$ cat src/rtl/decode_pkg.sv
// Shared opcode encodings, WriteRegFrom encodings and the fixed-width control word
// used by the instruction-decode stage.
package decode_pkg;

  localparam logic [3:0] OP_NOP   = 4'b0000;
  localparam logic [3:0] OP_JMP   = 4'b1000;
  localparam logic [3:0] OP_JCOND = 4'b1001;
  localparam logic [3:0] OP_STORE = 4'b1100;
  localparam logic [3:0] OP_LOAD  = 4'b1101;
  localparam logic [3:0] OP_HALT  = 4'b1111;

  localparam logic [1:0] WRF_MEM = 2'b00;
  localparam logic [1:0] WRF_ALU = 2'b01;
  localparam logic [1:0] WRF_PC  = 2'b10;

  typedef struct packed {
    logic       memory_write;
    logic [1:0] write_reg_from;
    logic       write_mem_from;
    logic       reg_write_en_sc;
    logic       reg_write_en_vec;
    logic [2:0] pc_write_en;
    logic       over_write_nz;
    logic [2:0] alu_op_code;
  } ctrl_word_t;

endpackage

$ cat src/rtl/decode_if.sv
// Fetch-side and execute-side handshake plus the registered control word of the decode stage.
interface decode_if #(
  parameter int N        = 24,
  parameter int REG_W    = 4,
  parameter int REG_SIZE = 32
);
  logic                in_valid;
  logic [N-1:0]        in_instr;
  logic                in_ready;
  logic                flush;
  logic                out_valid;
  logic                out_ready;
  logic                MemoryWrite;
  logic [1:0]          WriteRegFrom;
  logic [REG_W-1:0]    RegToWrite;
  logic [REG_SIZE-1:0] Immediate;
  logic                writeMemFrom;
  logic                RegWriteEnSc;
  logic                RegWriteEnVec;
  logic [2:0]          PcWriteEn;
  logic                OverWriteNz;
  logic [2:0]          AluOpCode;

  modport slave (
    input  in_valid, in_instr, flush, out_ready,
    output in_ready, out_valid, MemoryWrite, WriteRegFrom, RegToWrite, Immediate,
           writeMemFrom, RegWriteEnSc, RegWriteEnVec, PcWriteEn, OverWriteNz, AluOpCode
  );

  modport master (
    output in_valid, in_instr, flush, out_ready,
    input  in_ready, out_valid, MemoryWrite, WriteRegFrom, RegToWrite, Immediate,
           writeMemFrom, RegWriteEnSc, RegWriteEnVec, PcWriteEn, OverWriteNz, AluOpCode
  );
endinterface

$ cat src/rtl/ctrl_decode.sv
// Purely combinational opcode-to-control mapping, destination index split and
// immediate extension.
module ctrl_decode
  import decode_pkg::*;
#(
  parameter int N            = 24,
  parameter int REG_W        = 4,
  parameter int REG_SIZE     = 32,
  parameter int VEC_REGS     = 4,
  parameter int SIGN_EXT_IMM = 0
) (
  input  logic [N-1:0]        instr,
  output ctrl_word_t          ctrl,
  output logic [REG_W-1:0]    reg_idx,
  output logic [REG_SIZE-1:0] imm
);

  localparam int IMM_W = N - 4 - REG_W;
  localparam logic [REG_W:0] VEC_LIM = (REG_W + 1)'(VEC_REGS);

  logic [3:0]              op;
  logic [IMM_W-1:0]        imm_raw;
  logic signed [IMM_W-1:0] imm_s;
  logic                    reg_write_en;
  logic                    is_vec;

  assign op      = instr[N-1:N-4];
  assign reg_idx = instr[N-5:N-4-REG_W];
  assign imm_raw = instr[IMM_W-1:0];
  assign imm_s   = imm_raw;
  assign is_vec  = ({1'b0, reg_idx} < VEC_LIM);

  always_comb begin
    ctrl              = '0;
    reg_write_en      = ~op[3] | (op == OP_LOAD) | (op == OP_HALT);
    ctrl.alu_op_code  = op[2:0];
    ctrl.pc_write_en  = {op == OP_JCOND, op == OP_JMP, op == OP_HALT};
    ctrl.memory_write = (op == OP_STORE);
    ctrl.write_mem_from = (op[3:1] == 3'b110);
    ctrl.over_write_nz  = ~op[3] & (op[2:0] != 3'b000);
    // NOP and the jump group both route the PC path; other 0xxx are ALU results.
    if (op == OP_NOP || op[3:2] == 2'b10) begin
      ctrl.write_reg_from = WRF_PC;
    end else if (!op[3]) begin
      ctrl.write_reg_from = WRF_ALU;
    end else begin
      ctrl.write_reg_from = WRF_MEM;
    end
    ctrl.reg_write_en_vec = reg_write_en & is_vec;
    ctrl.reg_write_en_sc  = reg_write_en & ~is_vec;
  end

  generate
    if (SIGN_EXT_IMM != 0) begin : g_sext
      assign imm = REG_SIZE'(imm_s);
    end else begin : g_zext
      assign imm = REG_SIZE'(imm_raw);
    end
  endgenerate

endmodule

$ cat src/rtl/decode_stage.sv
// Registered, stallable and flushable instruction-decode stage with an NZ-flag
// scoreboard that holds back conditional jumps until the flags are valid.
module decode_stage
  import decode_pkg::*;
#(
  parameter int N            = 24,
  parameter int REG_W        = 4,
  parameter int REG_SIZE     = 32,
  parameter int VEC_REGS     = 4,
  parameter int FLAG_LAT     = 2,
  parameter int SIGN_EXT_IMM = 0
) (
  input  logic     clk,
  input  logic     rst,
  decode_if.slave  bus
);

  localparam int CNT_W = $clog2(FLAG_LAT + 1);
  localparam logic [CNT_W-1:0] FLAG_LOAD = CNT_W'(FLAG_LAT);

  function automatic logic [CNT_W-1:0] sat_dec(input logic [CNT_W-1:0] v);
    return (v == '0) ? '0 : v - 1'b1;
  endfunction

  ctrl_word_t          ctrl_p0, ctrl_p1;
  logic [REG_W-1:0]    idx_p0, idx_p1;
  logic [REG_SIZE-1:0] imm_p0, imm_p1;
  logic                vld_p1;
  logic [CNT_W-1:0]    flag_cnt;
  logic                hazard, xfer_in, xfer_out;

  // ---- stage p0: combinational decode of the incoming word ----
  ctrl_decode #(
    .N            (N),
    .REG_W        (REG_W),
    .REG_SIZE     (REG_SIZE),
    .VEC_REGS     (VEC_REGS),
    .SIGN_EXT_IMM (SIGN_EXT_IMM)
  ) u_ctrl_decode (
    .instr   (bus.in_instr),
    .ctrl    (ctrl_p0),
    .reg_idx (idx_p0),
    .imm     (imm_p0)
  );

  // A held NZ writer has not left yet, so its flags are not even scheduled.
  assign hazard = bus.in_valid & (bus.in_instr[N-1:N-4] == OP_JCOND)
                & ((flag_cnt != '0) | (vld_p1 & ctrl_p1.over_write_nz));

  assign bus.in_ready = (~vld_p1 | bus.out_ready) & ~bus.flush & ~hazard & ~rst;
  assign xfer_in      = bus.in_valid & bus.in_ready;
  assign xfer_out     = vld_p1 & bus.out_ready & ~bus.flush;

  // ---- stage p1: ID/EX output register and flag scoreboard ----
  always_ff @(posedge clk or posedge rst) begin
    if (rst) begin
      vld_p1   <= 1'b0;
      ctrl_p1  <= '0;
      idx_p1   <= '0;
      imm_p1   <= '0;
      flag_cnt <= '0;
    end else begin
      if (bus.flush) begin
        vld_p1 <= 1'b0;
      end else if (xfer_in) begin
        vld_p1  <= 1'b1;
        ctrl_p1 <= ctrl_p0;
        idx_p1  <= idx_p0;
        imm_p1  <= imm_p0;
      end else if (xfer_out) begin
        vld_p1 <= 1'b0;
      end

      if (xfer_out && ctrl_p1.over_write_nz) begin
        flag_cnt <= FLAG_LOAD;
      end else begin
        flag_cnt <= sat_dec(flag_cnt);
      end
    end
  end

  assign bus.out_valid     = vld_p1;
  assign bus.MemoryWrite   = ctrl_p1.memory_write;
  assign bus.WriteRegFrom  = ctrl_p1.write_reg_from;
  assign bus.RegToWrite    = idx_p1;
  assign bus.Immediate     = imm_p1;
  assign bus.writeMemFrom  = ctrl_p1.write_mem_from;
  assign bus.RegWriteEnSc  = ctrl_p1.reg_write_en_sc;
  assign bus.RegWriteEnVec = ctrl_p1.reg_write_en_vec;
  assign bus.PcWriteEn     = ctrl_p1.pc_write_en;
  assign bus.OverWriteNz   = ctrl_p1.over_write_nz;
  assign bus.AluOpCode     = ctrl_p1.alu_op_code;

endmodule
$ cat src/flat_wrapper.sv
// flat-port wrapper written by rule: the top's interface ports become plain ports
module decode_stage_flat import decode_pkg::*;
#(
  parameter int N            = 24,
  parameter int REG_W        = 4,
  parameter int REG_SIZE     = 32,
  parameter int VEC_REGS     = 4,
  parameter int FLAG_LAT     = 2,
  parameter int SIGN_EXT_IMM = 0
)
  (clk, rst, bus_in_valid, bus_in_instr, bus_flush, bus_out_ready, bus_in_ready, bus_out_valid, bus_MemoryWrite, bus_WriteRegFrom, bus_RegToWrite, bus_Immediate, bus_writeMemFrom, bus_RegWriteEnSc, bus_RegWriteEnVec, bus_PcWriteEn, bus_OverWriteNz, bus_AluOpCode);
  decode_if #(.N(N), .REG_W(REG_W), .REG_SIZE(REG_SIZE)) bus_i ();
  input  logic clk;
  input  logic rst;
  input wire logic [$bits(bus_i.in_valid)-1:0] bus_in_valid;
  input wire logic [$bits(bus_i.in_instr)-1:0] bus_in_instr;
  input wire logic [$bits(bus_i.flush)-1:0] bus_flush;
  input wire logic [$bits(bus_i.out_ready)-1:0] bus_out_ready;
  output wire logic [$bits(bus_i.in_ready)-1:0] bus_in_ready;
  output wire logic [$bits(bus_i.out_valid)-1:0] bus_out_valid;
  output wire logic [$bits(bus_i.MemoryWrite)-1:0] bus_MemoryWrite;
  output wire logic [$bits(bus_i.WriteRegFrom)-1:0] bus_WriteRegFrom;
  output wire logic [$bits(bus_i.RegToWrite)-1:0] bus_RegToWrite;
  output wire logic [$bits(bus_i.Immediate)-1:0] bus_Immediate;
  output wire logic [$bits(bus_i.writeMemFrom)-1:0] bus_writeMemFrom;
  output wire logic [$bits(bus_i.RegWriteEnSc)-1:0] bus_RegWriteEnSc;
  output wire logic [$bits(bus_i.RegWriteEnVec)-1:0] bus_RegWriteEnVec;
  output wire logic [$bits(bus_i.PcWriteEn)-1:0] bus_PcWriteEn;
  output wire logic [$bits(bus_i.OverWriteNz)-1:0] bus_OverWriteNz;
  output wire logic [$bits(bus_i.AluOpCode)-1:0] bus_AluOpCode;
  assign bus_i.in_valid = bus_in_valid;
  assign bus_i.in_instr = bus_in_instr;
  assign bus_i.flush = bus_flush;
  assign bus_i.out_ready = bus_out_ready;
  assign bus_in_ready = bus_i.in_ready;
  assign bus_out_valid = bus_i.out_valid;
  assign bus_MemoryWrite = bus_i.MemoryWrite;
  assign bus_WriteRegFrom = bus_i.WriteRegFrom;
  assign bus_RegToWrite = bus_i.RegToWrite;
  assign bus_Immediate = bus_i.Immediate;
  assign bus_writeMemFrom = bus_i.writeMemFrom;
  assign bus_RegWriteEnSc = bus_i.RegWriteEnSc;
  assign bus_RegWriteEnVec = bus_i.RegWriteEnVec;
  assign bus_PcWriteEn = bus_i.PcWriteEn;
  assign bus_OverWriteNz = bus_i.OverWriteNz;
  assign bus_AluOpCode = bus_i.AluOpCode;
  decode_stage #(.N(N), .REG_W(REG_W), .REG_SIZE(REG_SIZE), .VEC_REGS(VEC_REGS), .FLAG_LAT(FLAG_LAT), .SIGN_EXT_IMM(SIGN_EXT_IMM)) u_core (.clk(clk), .rst(rst), .bus(bus_i));
endmodule
$ cat config.mk
export PLATFORM = sky130hd
export DESIGN_NAME = decode_stage_flat
export DESIGN_NICKNAME = d
export VERILOG_FILES = /design/src/rtl/decode_pkg.sv /design/src/rtl/decode_if.sv /design/src/rtl/ctrl_decode.sv /design/src/rtl/decode_stage.sv /design/src/flat_wrapper.sv
export SDC_FILE = /design/constraint.sdc
export NUM_CORES = 1
export LEC_CHECK = 0
export BUFFER_PORTS_ARGS = -buffer_cell sky130_fd_sc_hd__buf_2
export CORE_ASPECT_RATIO = 0.5
export CORE_MARGIN = 4
export CORE_UTILIZATION = 40
export CTS_BUF_LIST = sky130_fd_sc_hd__clkbuf_8
export CTS_CLUSTER_SIZE = 8
export DETAILED_ROUTE_END_ITERATION = 10
export PLACE_DENSITY = 0.79
export SLEW_MARGIN = 20
export SYNTH_ARGS = -nofsm -noshare
export SYNTH_HDL_FRONTEND = slang
export SYNTH_SLANG_ARGS = --single-unit
$ cat constraint.sdc
create_clock -name clk -period 1.65 [get_ports clk]
set_input_delay 0.165 -clock clk [delete_from_list [all_inputs] [get_ports clk]]
set_output_delay 0.165 -clock clk [all_outputs]
set_load 0.03 [all_outputs]
==> flow_summary.json, run 1 <==
{
  "place.gp.congestion": 0.889,
  "design_area_sq_um": 2250,
  "setup_viol_count_final": 0,
  "place_area_sq_um": 2110,
  "cp_top_family": "flip-flops",
  "core-area_sq_um": 4020,
  "clock_path_buffers": 2,
  "die_x_um": 101,
  "fin_crit_sh_pct": 99.8,
  "dieArea_sq_um": 5490,
  "first_iter_violations": 51,
  "antennaDiodeCount": 0,
  "crit_buf_inv": 2,
  "avgSynthCellArea_sq_um": 14.1,
  "ant_nets": 0,
  "vias": 1173,
  "clock_sinks": 36,
  "drive_gt1_share_pct": 58.6,
  "nets": 232,
  "grt_max_degree": 37,
  "ioPinCount": 80,
  "port_buffers": 63,
  "hold_viol": 0,
  "firstDrtPassIters": 4,
  "r2r_setup_slack_ns": 0.01,
  "max_stage_delay_ns": 0.44,
  "syn2layout_area_growth_pct": 30.7,
  "worstReg2RegEnd": "u_core.bus.Immediate[1]$_DFFE_PP0P_",
  "path_cells": "a211oi_4 -> buf_4 -> nor2_2 -> a21oi_2 -> buf_6",
  "p_leak_nw": 1.22,
  "hpwl_um": 2690,
  "netlist_area_sq_um": 1730,
  "total_power_mw": 2.63,
  "critPathCaptureType": "primary output",
  "drt-vias-per-instance": 4.56,
  "yosysWarnings": 0,
  "cap_violations": 0,
  "drc": 0,
  "ys_types": 29,
  "grt_pass1_wl_um": 5600,
  "seq_area_frac_synth_pct": 52.2,
  "grt_pass1_vias": 1135,
  "fmax_ghz": 0.607,
  "overflow": 0,
  "cp-start-kind": "register",
  "rsz0062_at_grt": "yes",
  "routed_wl_um": 3630,
  "powerDensity_nw_per_um2": 1170,
  "r2r_cells": 5,
  "cts_max_level": 2,
  "period_minus_slack_ns": 1.65,
  "grt_antenna_before_repair": 0,
  "cts_made_buffers": 5,
  "ys_seq_elements": 36,
  "skew_ns": 0.00286,
  "cts-root-buf": "clkbuf_8",
  "worstPathMaxFanout": 4,
  "path_clk_slew_ns": 0.07,
  "initial_core_util_pct": 42.9,
  "arrival_ns": 1.48,
  "cpMaxStageDelayCell": "dfrtp_2",
  "track_usage_pct": 13.7,
  "cts_tree": "built",
  "min_path_type": "primary input to async pin",
  "die_y_um": 54.4,
  "critPathRequiredTime_ns": 1.48,
  "outcome": "complete, no violations",
  "r2r-start": "u_core.bus.out_valid$_DFFE_PP0P_",
  "peakVddDrop_mv": 0.414,
  "postSynthCellCount": 122,
  "num_rows": 16,
  "drv_slew": 0,
  "wl_per_cell_um": 14.1,
  "worstSkewPairLatency_ns": 0.27,
  "path_class": "register to primary output"
}
cell type report:
class	count	area (sq um)
clock inverters	2	8.76
multi-input cells	77	721
well taps	54	67.6
inverters	5	18.8
fillers	318	1770
flip-flops and latches	36	903
clock buffers	5	68.8
repair buffers	78	467
where the power goes:
group	switching [mW]	total, mW	internal (mW)
combinational	0.566	0.936	0.370
sequential	0.0912	1.13	1.04
clock	0.281	0.561	0.280
total	0.937	2.63	1.69
synth_stat cells, drive strengths merged:
cell / count / share of area [%]
a32o: 1 / 0.58
nor2: 4 / 0.87
buf: 19 / 8.9
mux2: 26 / 22
or2: 1 / 0.36
a22o: 1 / 0.51
a41oi: 1 / 0.51
a311oi: 1 / 0.51
nand2b: 2 / 0.73
nor2b: 1 / 0.36
a211oi: 1 / 1.2
and2: 1 / 0.36
nand2: 3 / 0.65
a21oi: 4 / 1.2
nand4: 1 / 0.36
dfrtp: 36 / 52
a21boi: 1 / 0.44
or3b: 1 / 0.51
conb: 1 / 0.22
and3: 1 / 0.36
mux2i: 2 / 1.2
inv: 5 / 1.1
nand4bb: 1 / 0.65
o21ai: 2 / 0.58
o2111ai: 2 / 2.0
o2bb2ai: 3 / 1.5
worst max path at each step:
stage	from	end	slack, ns	depth (start not counted)
after floorplan	u_core.bus.out_valid$_DFFE_PP0P_	u_core.bus.AluOpCode[0]$_DFFE_PP0P_	0.01	4
after global placement	u_core.bus.out_valid$_DFFE_PP0P_	u_core.bus.Immediate[2]$_DFFE_PP0P_	0.09	4
after detailed placement	u_core.bus.out_valid$_DFFE_PP0P_	u_core.bus.Immediate[1]$_DFFE_PP0P_	0.06	4
after CTS	u_core.bus.OverWriteNz$_DFFE_PP0P_	bus_in_ready	-0.01	5
after global routing	u_core.bus.out_valid$_DFFE_PP0P_	bus_in_ready	-0.06	5
final	u_core.bus.out_valid$_DFFE_PP0P_	bus_in_ready	0.003	5
repair_timing:
item / in CTS / in global routing
buffers inserted: 3 / 3
pin swaps: 3 / 2
gates resized for setup: 1 / 6
hold buffers: 0 / 0
setup endpoints to repair: 1 / 27
layout by cell type (no fill, tap or decap), types with 2 or more instances in the layout:
cell and n:
dfrtp_1 34, buf_6 3, clkbuf_8 5, mux2_2 2, buf_4 11, o21ai_0 2, nand2b_1 2, a21oi_1 3
buf_2 62, conb_1 16, inv_1 6, o2bb2ai_1 2, mux2i_1 2, dfrtp_2 2, nand2_1 3, nor2_1 3
buf_12 2, mux2_4 24
cell families after synthesis:
kind of cell	after synthesis	share of synthesized area, %
other cells	1	0.217
mux	28	23.4
simple gates	16	5.22
flops	36	52.2
buf+inv	24	10.0
compound gates	17	8.99
state kept, by name, summed over array words and instances (netlist names):
| register | count |
|---|---|
| u_core.bus.out_valid | 1 |
| u_core.bus.AluOpCode | 3 |
| u_core.bus.WriteRegFrom | 2 |
| u_core.bus.Immediate | 16 |
| u_core.bus.RegWriteEnSc | 1 |
| u_core.bus.writeMemFrom | 1 |
| u_core.bus.OverWriteNz | 1 |
| u_core.bus.RegToWrite | 4 |
| u_core.bus.PcWriteEn | 3 |
| u_core.flag_cnt | 2 |
| u_core.bus.RegWriteEnVec | 1 |
| u_core.bus.MemoryWrite | 1 |
routing by layer:
metal	vias to the layer above	GRT usage [%]	wire length [um]
li1	556	-	-
met1	574	16.2	1500
met2	41	24.9	1890
met3	2	4.07	227
met4	0	3.58	12
met5	-	0	0
through the flow:
stage	setup slack (ns)	instances	hold slack, ns	utilization [%]	setup TNS, ns
global placement	0.0915	244	0.298	52.3	0
global route	-0.0645	257	0.0475	56.0	-1.12
detailed placement	0.0613	244	0.311	52.3	0
CTS	-0.0134	254	0.00777	54.9	-0.0142
floorplan	0.00959	137	0.247	-	0
finish	0.00293	257	0.000299	56.0	0
tightest hold or removal path, delay by kind of cell:
family                 cells  cell delay, ns
buffers and inverters      3            0.55
(Power assumes the default switching activity.)
==> inputs of run 2 (changes only) <==
GPL_TIMING_DRIVEN = 0   (was unset)
==> flow_summary.json, run 2 (synthesis gave the netlist of run 1 again) <==
{
  "num_rows": 16,
  "syn2layout_area_growth_pct": 34.2,
  "overflow": 0,
  "rsz0062_at_grt": "yes",
  "cts_max_level": 2,
  "routed_wl_um": 3720,
  "place_area_sq_um": 2170,
  "period_minus_slack_ns": 1.64,
  "ioPinCount": 80,
  "firstDrtPassIters": 4,
  "grt_max_degree": 37,
  "cts_tree": "built",
  "track_usage_pct": 13.9,
  "drt-vias-per-instance": 4.52,
  "final_cell_mix": "62 x buf_2, 34 x dfrtp_1, 24 x mux2_4",
  "die_x_um": 101,
  "drive_gt1_share_pct": 59.9,
  "skew_ns": 0.00934,
  "initial_core_util_pct": 42.9,
  "grt_pass1_wl_um": 5750,
  "tightest_slew_ns": 0.736,
  "switchingPower_uw": 961,
  "cp_top_family": "compound AO/OA/AOI/OAI gates",
  "hold_viol": 0,
  "crit_buf_inv": 1,
  "slew_headroom_pct": 50.9,
  "hpwl_um": 2790,
  "p_seq_share_pct": 41.4,
  "wl_per_cell_um": 14.0,
  "setup_viol_count_final": 0,
  "drc": 0,
  "powerDensity_nw_per_um2": 1190,
  "layout_commonest_cell": "buf_2",
  "total_power_mw": 2.75,
  "cts_made_buffers": 5,
  "grt_pass1_vias": 1199,
  "pwr-share-comb_pct": 34.1,
  "cp-start-kind": "register",
  "worstPathMaxFanout": 10,
  "cts-root-buf": "clkbuf_8",
  "cpMaxStageDelayCell": "dfrtp_2",
  "die_y_um": 54.4,
  "nets": 241,
  "clockPowerShare_pct": 24.5,
  "port_buffers": 63,
  "clock_sinks": 36,
  "first_iter_violations": 21,
  "drv_slew": 0,
  "grt_antenna_before_repair": 0,
  "dieArea_sq_um": 5490,
  "cap_violations": 0,
  "design_area_sq_um": 2320,
  "critPathRequiredTime_ns": 1.82,
  "antennaDiodeCount": 0,
  "p_leak_nw": 1.27,
  "clock_path_buffers": 2,
  "max_stage_delay_ns": 0.44,
  "arrival_ns": 1.80,
  "worstSkewPairLatency_ns": 0.29,
  "ant_nets": 0,
  "fin_crit_sh_pct": 99.3,
  "holdWs_ns": 0.0106,
  "core-area_sq_um": 4020,
  "path_clk_slew_ns": 0.07,
  "min_path_type": "primary input to async pin",
  "peakVddDrop_mv": 0.424,
  "place.gp.congestion": 0.764,
  "critPathCaptureType": "register",
  "vias": 1203,
  "path_cells": "a211oi_4 -> o2111ai_4 -> buf_8 -> mux2_4",
  "fmax_ghz": 0.611,
  "p_int_mw": 1.79,
  "swShare_pct": 35.0,
  "path_class": "register to register",
  "outcome": "complete, no violations",
  "largest_reg_flops": 16
}
==> run 2: power by group through the flow <==
stage,logic (mW),registers [mW],clock network (mW)
floorplan,0.353,1.46,0
global placement,0.912,1.14,0
detailed placement,0.928,1.15,0
CTS,0.939,1.14,0.688
global route,0.988,1.16,0.728
finish,0.938,1.14,0.674
==> run 2: per-stage QoR <==
step | setup TNS, ns | cells | utilization, % | worst slack [ns]
2_1_floorplan | 0 | 137 | - | 0.00959
3_3_place_gp | -0.0341 | 254 | 53.9 | -0.00781
3_5_place_dp | -0.376 | 254 | 53.9 | -0.0309
4_1_cts | -0.00950 | 263 | 56.9 | -0.00586
5_1_grt | -0.552 | 266 | 57.6 | -0.0371
6_report | 0 | 266 | 57.6 | 0.0124
==> run 2: final timing paths <==
| check | start | endpoint | slack, ns | cells after the start |
|---|---|---|---|---|
| min | rst | u_core.bus.Immediate[10]$_DFFE_PP0P_ | 0.01 | 2 |
| max in group asynchronous | rst | u_core.bus.OverWriteNz$_DFFE_PP0P_ | 1.12 | 2 |
| max reg2reg | u_core.bus.out_valid$_DFFE_PP0P_ | u_core.bus.Immediate[15]$_DFFE_PP0P_ | 0.01 | 4 |
| max | u_core.bus.out_valid$_DFFE_PP0P_ | u_core.bus.Immediate[15]$_DFFE_PP0P_ | 0.01 | 4 |
| min reg2reg | u_core.bus.writeMemFrom$_DFFE_PP0P_ | u_core.bus.writeMemFrom$_DFFE_PP0P_ | 0.49 | 1 |
| min in group clk | bus_in_instr[10] | u_core.bus.Immediate[10]$_DFFE_PP0P_ | 0.10 | 2 |
==> run 2: layout make-up <==
cell class | instances | area [sq um]
Fill cell | 350 | 1710
Sequential cell | 36 | 903
Multi-Input combinational cell | 77 | 708
Timing Repair Buffer | 68 | 355
Buffer | 19 | 166
Clock buffer | 7 | 96.3
Tap cell | 54 | 67.6
Inverter | 5 | 18.8
==> run 2: metal layers <==
layer	global-route usage, %	up-vias	wire (um)
met3	3.94	9	206
met2	23.9	40	1820
met5	0	-	0
li1	-	573	-
met4	7.38	0	89
met1	16.3	581	1610
==> run 2: what timing repair did <==
action | 4_1_cts | 5_1_grt
hold buffers | 0 | 0
resized for setup | 3 | 1
buffers inserted | 2 | 3
setup endpoints to repair | 25 | 25
pin swaps | 2 | 4
==> inputs of run 3 (changes only) <==
PLACE_DENSITY = 0.76   (was 0.79)
clock period = 1.9 ns   (was 1.65 ns; I/O delays follow)
==> flow_summary.json, run 3 (synthesis gave the netlist of run 1 again) <==
{
  "setup_tns_ns": 0,
  "final_cell_mix": "63 x buf_2, 36 x dfrtp_1, 24 x mux2_4",
  "port_buffers": 63,
  "tightest_slew_ns": 0.749,
  "first_iter_violations": 50,
  "cap_violations": 0,
  "nets": 236,
  "overflow": 0,
  "worstSkewPairLatency_ns": 0.29,
  "clock_sinks": 36,
  "ioPinCount": 80,
  "track_usage_pct": 14.0,
  "fin_cells": 262,
  "grt_max_degree": 37,
  "drt-vias-per-instance": 4.51,
  "grt_antenna_before_repair": 0,
  "grt_pass1_vias": 1228,
  "drv_slew": 0,
  "min_path_type": "primary input to async pin",
  "path_clk_slew_ns": 0.08,
  "cts-root-buf": "clkbuf_8",
  "place_area_sq_um": 2160,
  "design_area_sq_um": 2280,
  "critPathRequiredTime_ns": 1.71,
  "clock_path_buffers": 2,
  "critPathCaptureType": "primary output",
  "rsz0062_at_grt": "no",
  "period_minus_slack_ns": 1.79,
  "cts_max_level": 2,
  "ant_nets": 0,
  "cts_resized": 0,
  "firstDrtPassIters": 4,
  "place.gp.congestion": 0.728,
  "total_power_mw": 2.45,
  "slew_headroom_pct": 50.0,
  "post_cts_buffers": 0,
  "layout_commonest_cell": "buf_2",
  "antennaDiodeCount": 0,
  "dieArea_sq_um": 5490,
  "drc": 0,
  "fin_crit_sh_pct": 94.2,
  "wl_per_cell_um": 13.9,
  "holdBufCountCts": 0,
  "largest_reg_flops": 16,
  "initial_core_util_pct": 42.9,
  "worstPathMaxFanout": 5,
  "cts_tree": "built",
  "hpwl_um": 2770,
  "p_leak_nw": 1.25,
  "peakVddDrop_mv": 0.339,
  "die_x_um": 101,
  "vias": 1181,
  "routed_wl_um": 3650,
  "finish.utilization_pct": 56.6,
  "outcome": "complete, no violations",
  "arrival_ns": 1.60,
  "die_y_um": 54.4,
  "core-area_sq_um": 4020,
  "setup_viol_count_final": 0,
  "powerDensity_nw_per_um2": 1080,
  "hold_viol": 0,
  "path_class": "register to primary output",
  "placedCellCount": 254,
  "fill_cells": 345,
  "grt_pass1_wl_um": 5750,
  "skew_ns": 0.00693,
  "cp-start-kind": "register",
  "drive_gt1_share_pct": 58.2,
  "fmax_ghz": 0.559,
  "num_rows": 16,
  "cts_made_buffers": 5,
  "syn2layout_area_growth_pct": 31.9
}
-- run 3: cell count changes in the layout (fill, tap and decap cells not counted), sizes merged --
cell,before,now
buf,87,82
bufinv,0,1
clkbuf,7,5
clkinv,0,1
clkinvlp,0,1
-- run 3: cell type report --
class	instances	area, sq um	share of cell area [%]
Buffer	19	154	6.76
Multi-Input combinational cell	77	708	31.1
Inverter	5	18.8	0.825
Timing Repair Buffer	63	315	13.9
Clock buffer	5	68.8	3.02
Clock inverter	3	42.5	1.87
Sequential cell	36	901	39.6
Tap cell	54	67.6	2.97
-- run 3: final timing paths --
path / startpoint / cells past startpoint / end / slack [ns]
hold / removal: rst / 2 / u_core.bus.PcWriteEn[2]$_DFFE_PP0P_ / 0.03
min in group clk: bus_in_instr[14] / 2 / u_core.bus.Immediate[14]$_DFFE_PP0P_ / 0.13
hold reg to reg: u_core.bus.PcWriteEn[0]$_DFFE_PP0P_ / 1 / u_core.bus.PcWriteEn[0]$_DFFE_PP0P_ / 0.49
setup / recovery: u_core.bus.OverWriteNz$_DFFE_PP0P_ / 4 / bus_in_ready / 0.11
max in group asynchronous: rst / 2 / u_core.bus.RegToWrite[0]$_DFFE_PP0P_ / 1.37
setup reg to reg: u_core.bus.OverWriteNz$_DFFE_PP0P_ / 4 / u_core.bus.Immediate[15]$_DFFE_PP0P_ / 0.19
-- run 3: routing by layer --
metal | wire length [um] | vias up | GRT usage [%]
li1 | - | 564 | -
met1 | 1530 | 578 | 16.3
met2 | 1860 | 35 | 23.6
met3 | 233 | 4 | 5.73
met4 | 34 | 0 | 5.15
met5 | 0 | - | 0
-- run 3: where the power goes --
part           leakage [nW]  internal (mW)  total (mW)  switching (mW)
Sequential            0.442          0.902       0.985          0.0833
Combinational         0.755          0.314       0.797           0.483
Clock                0.0541          0.388       0.671           0.282
Total                  1.25           1.60        2.45           0.849
-- run 3: critical path, stage by stage (launching register included) --
cell,delay (ns)
dfrtp_1,0.46
a211oi_4,0.38
nor2_1,0.08
a21oi_1,0.17
buf_2,0.22
-- run 3: per-stage QoR --
stage	setup WS [ns]	hold WS, ns
after floorplan	0.194	0.272
after global placement	0.234	0.413
after detailed placement	0.212	0.383
after CTS	0.113	0.0619
after global routing	0.0233	0.0982
final	0.111	0.0330
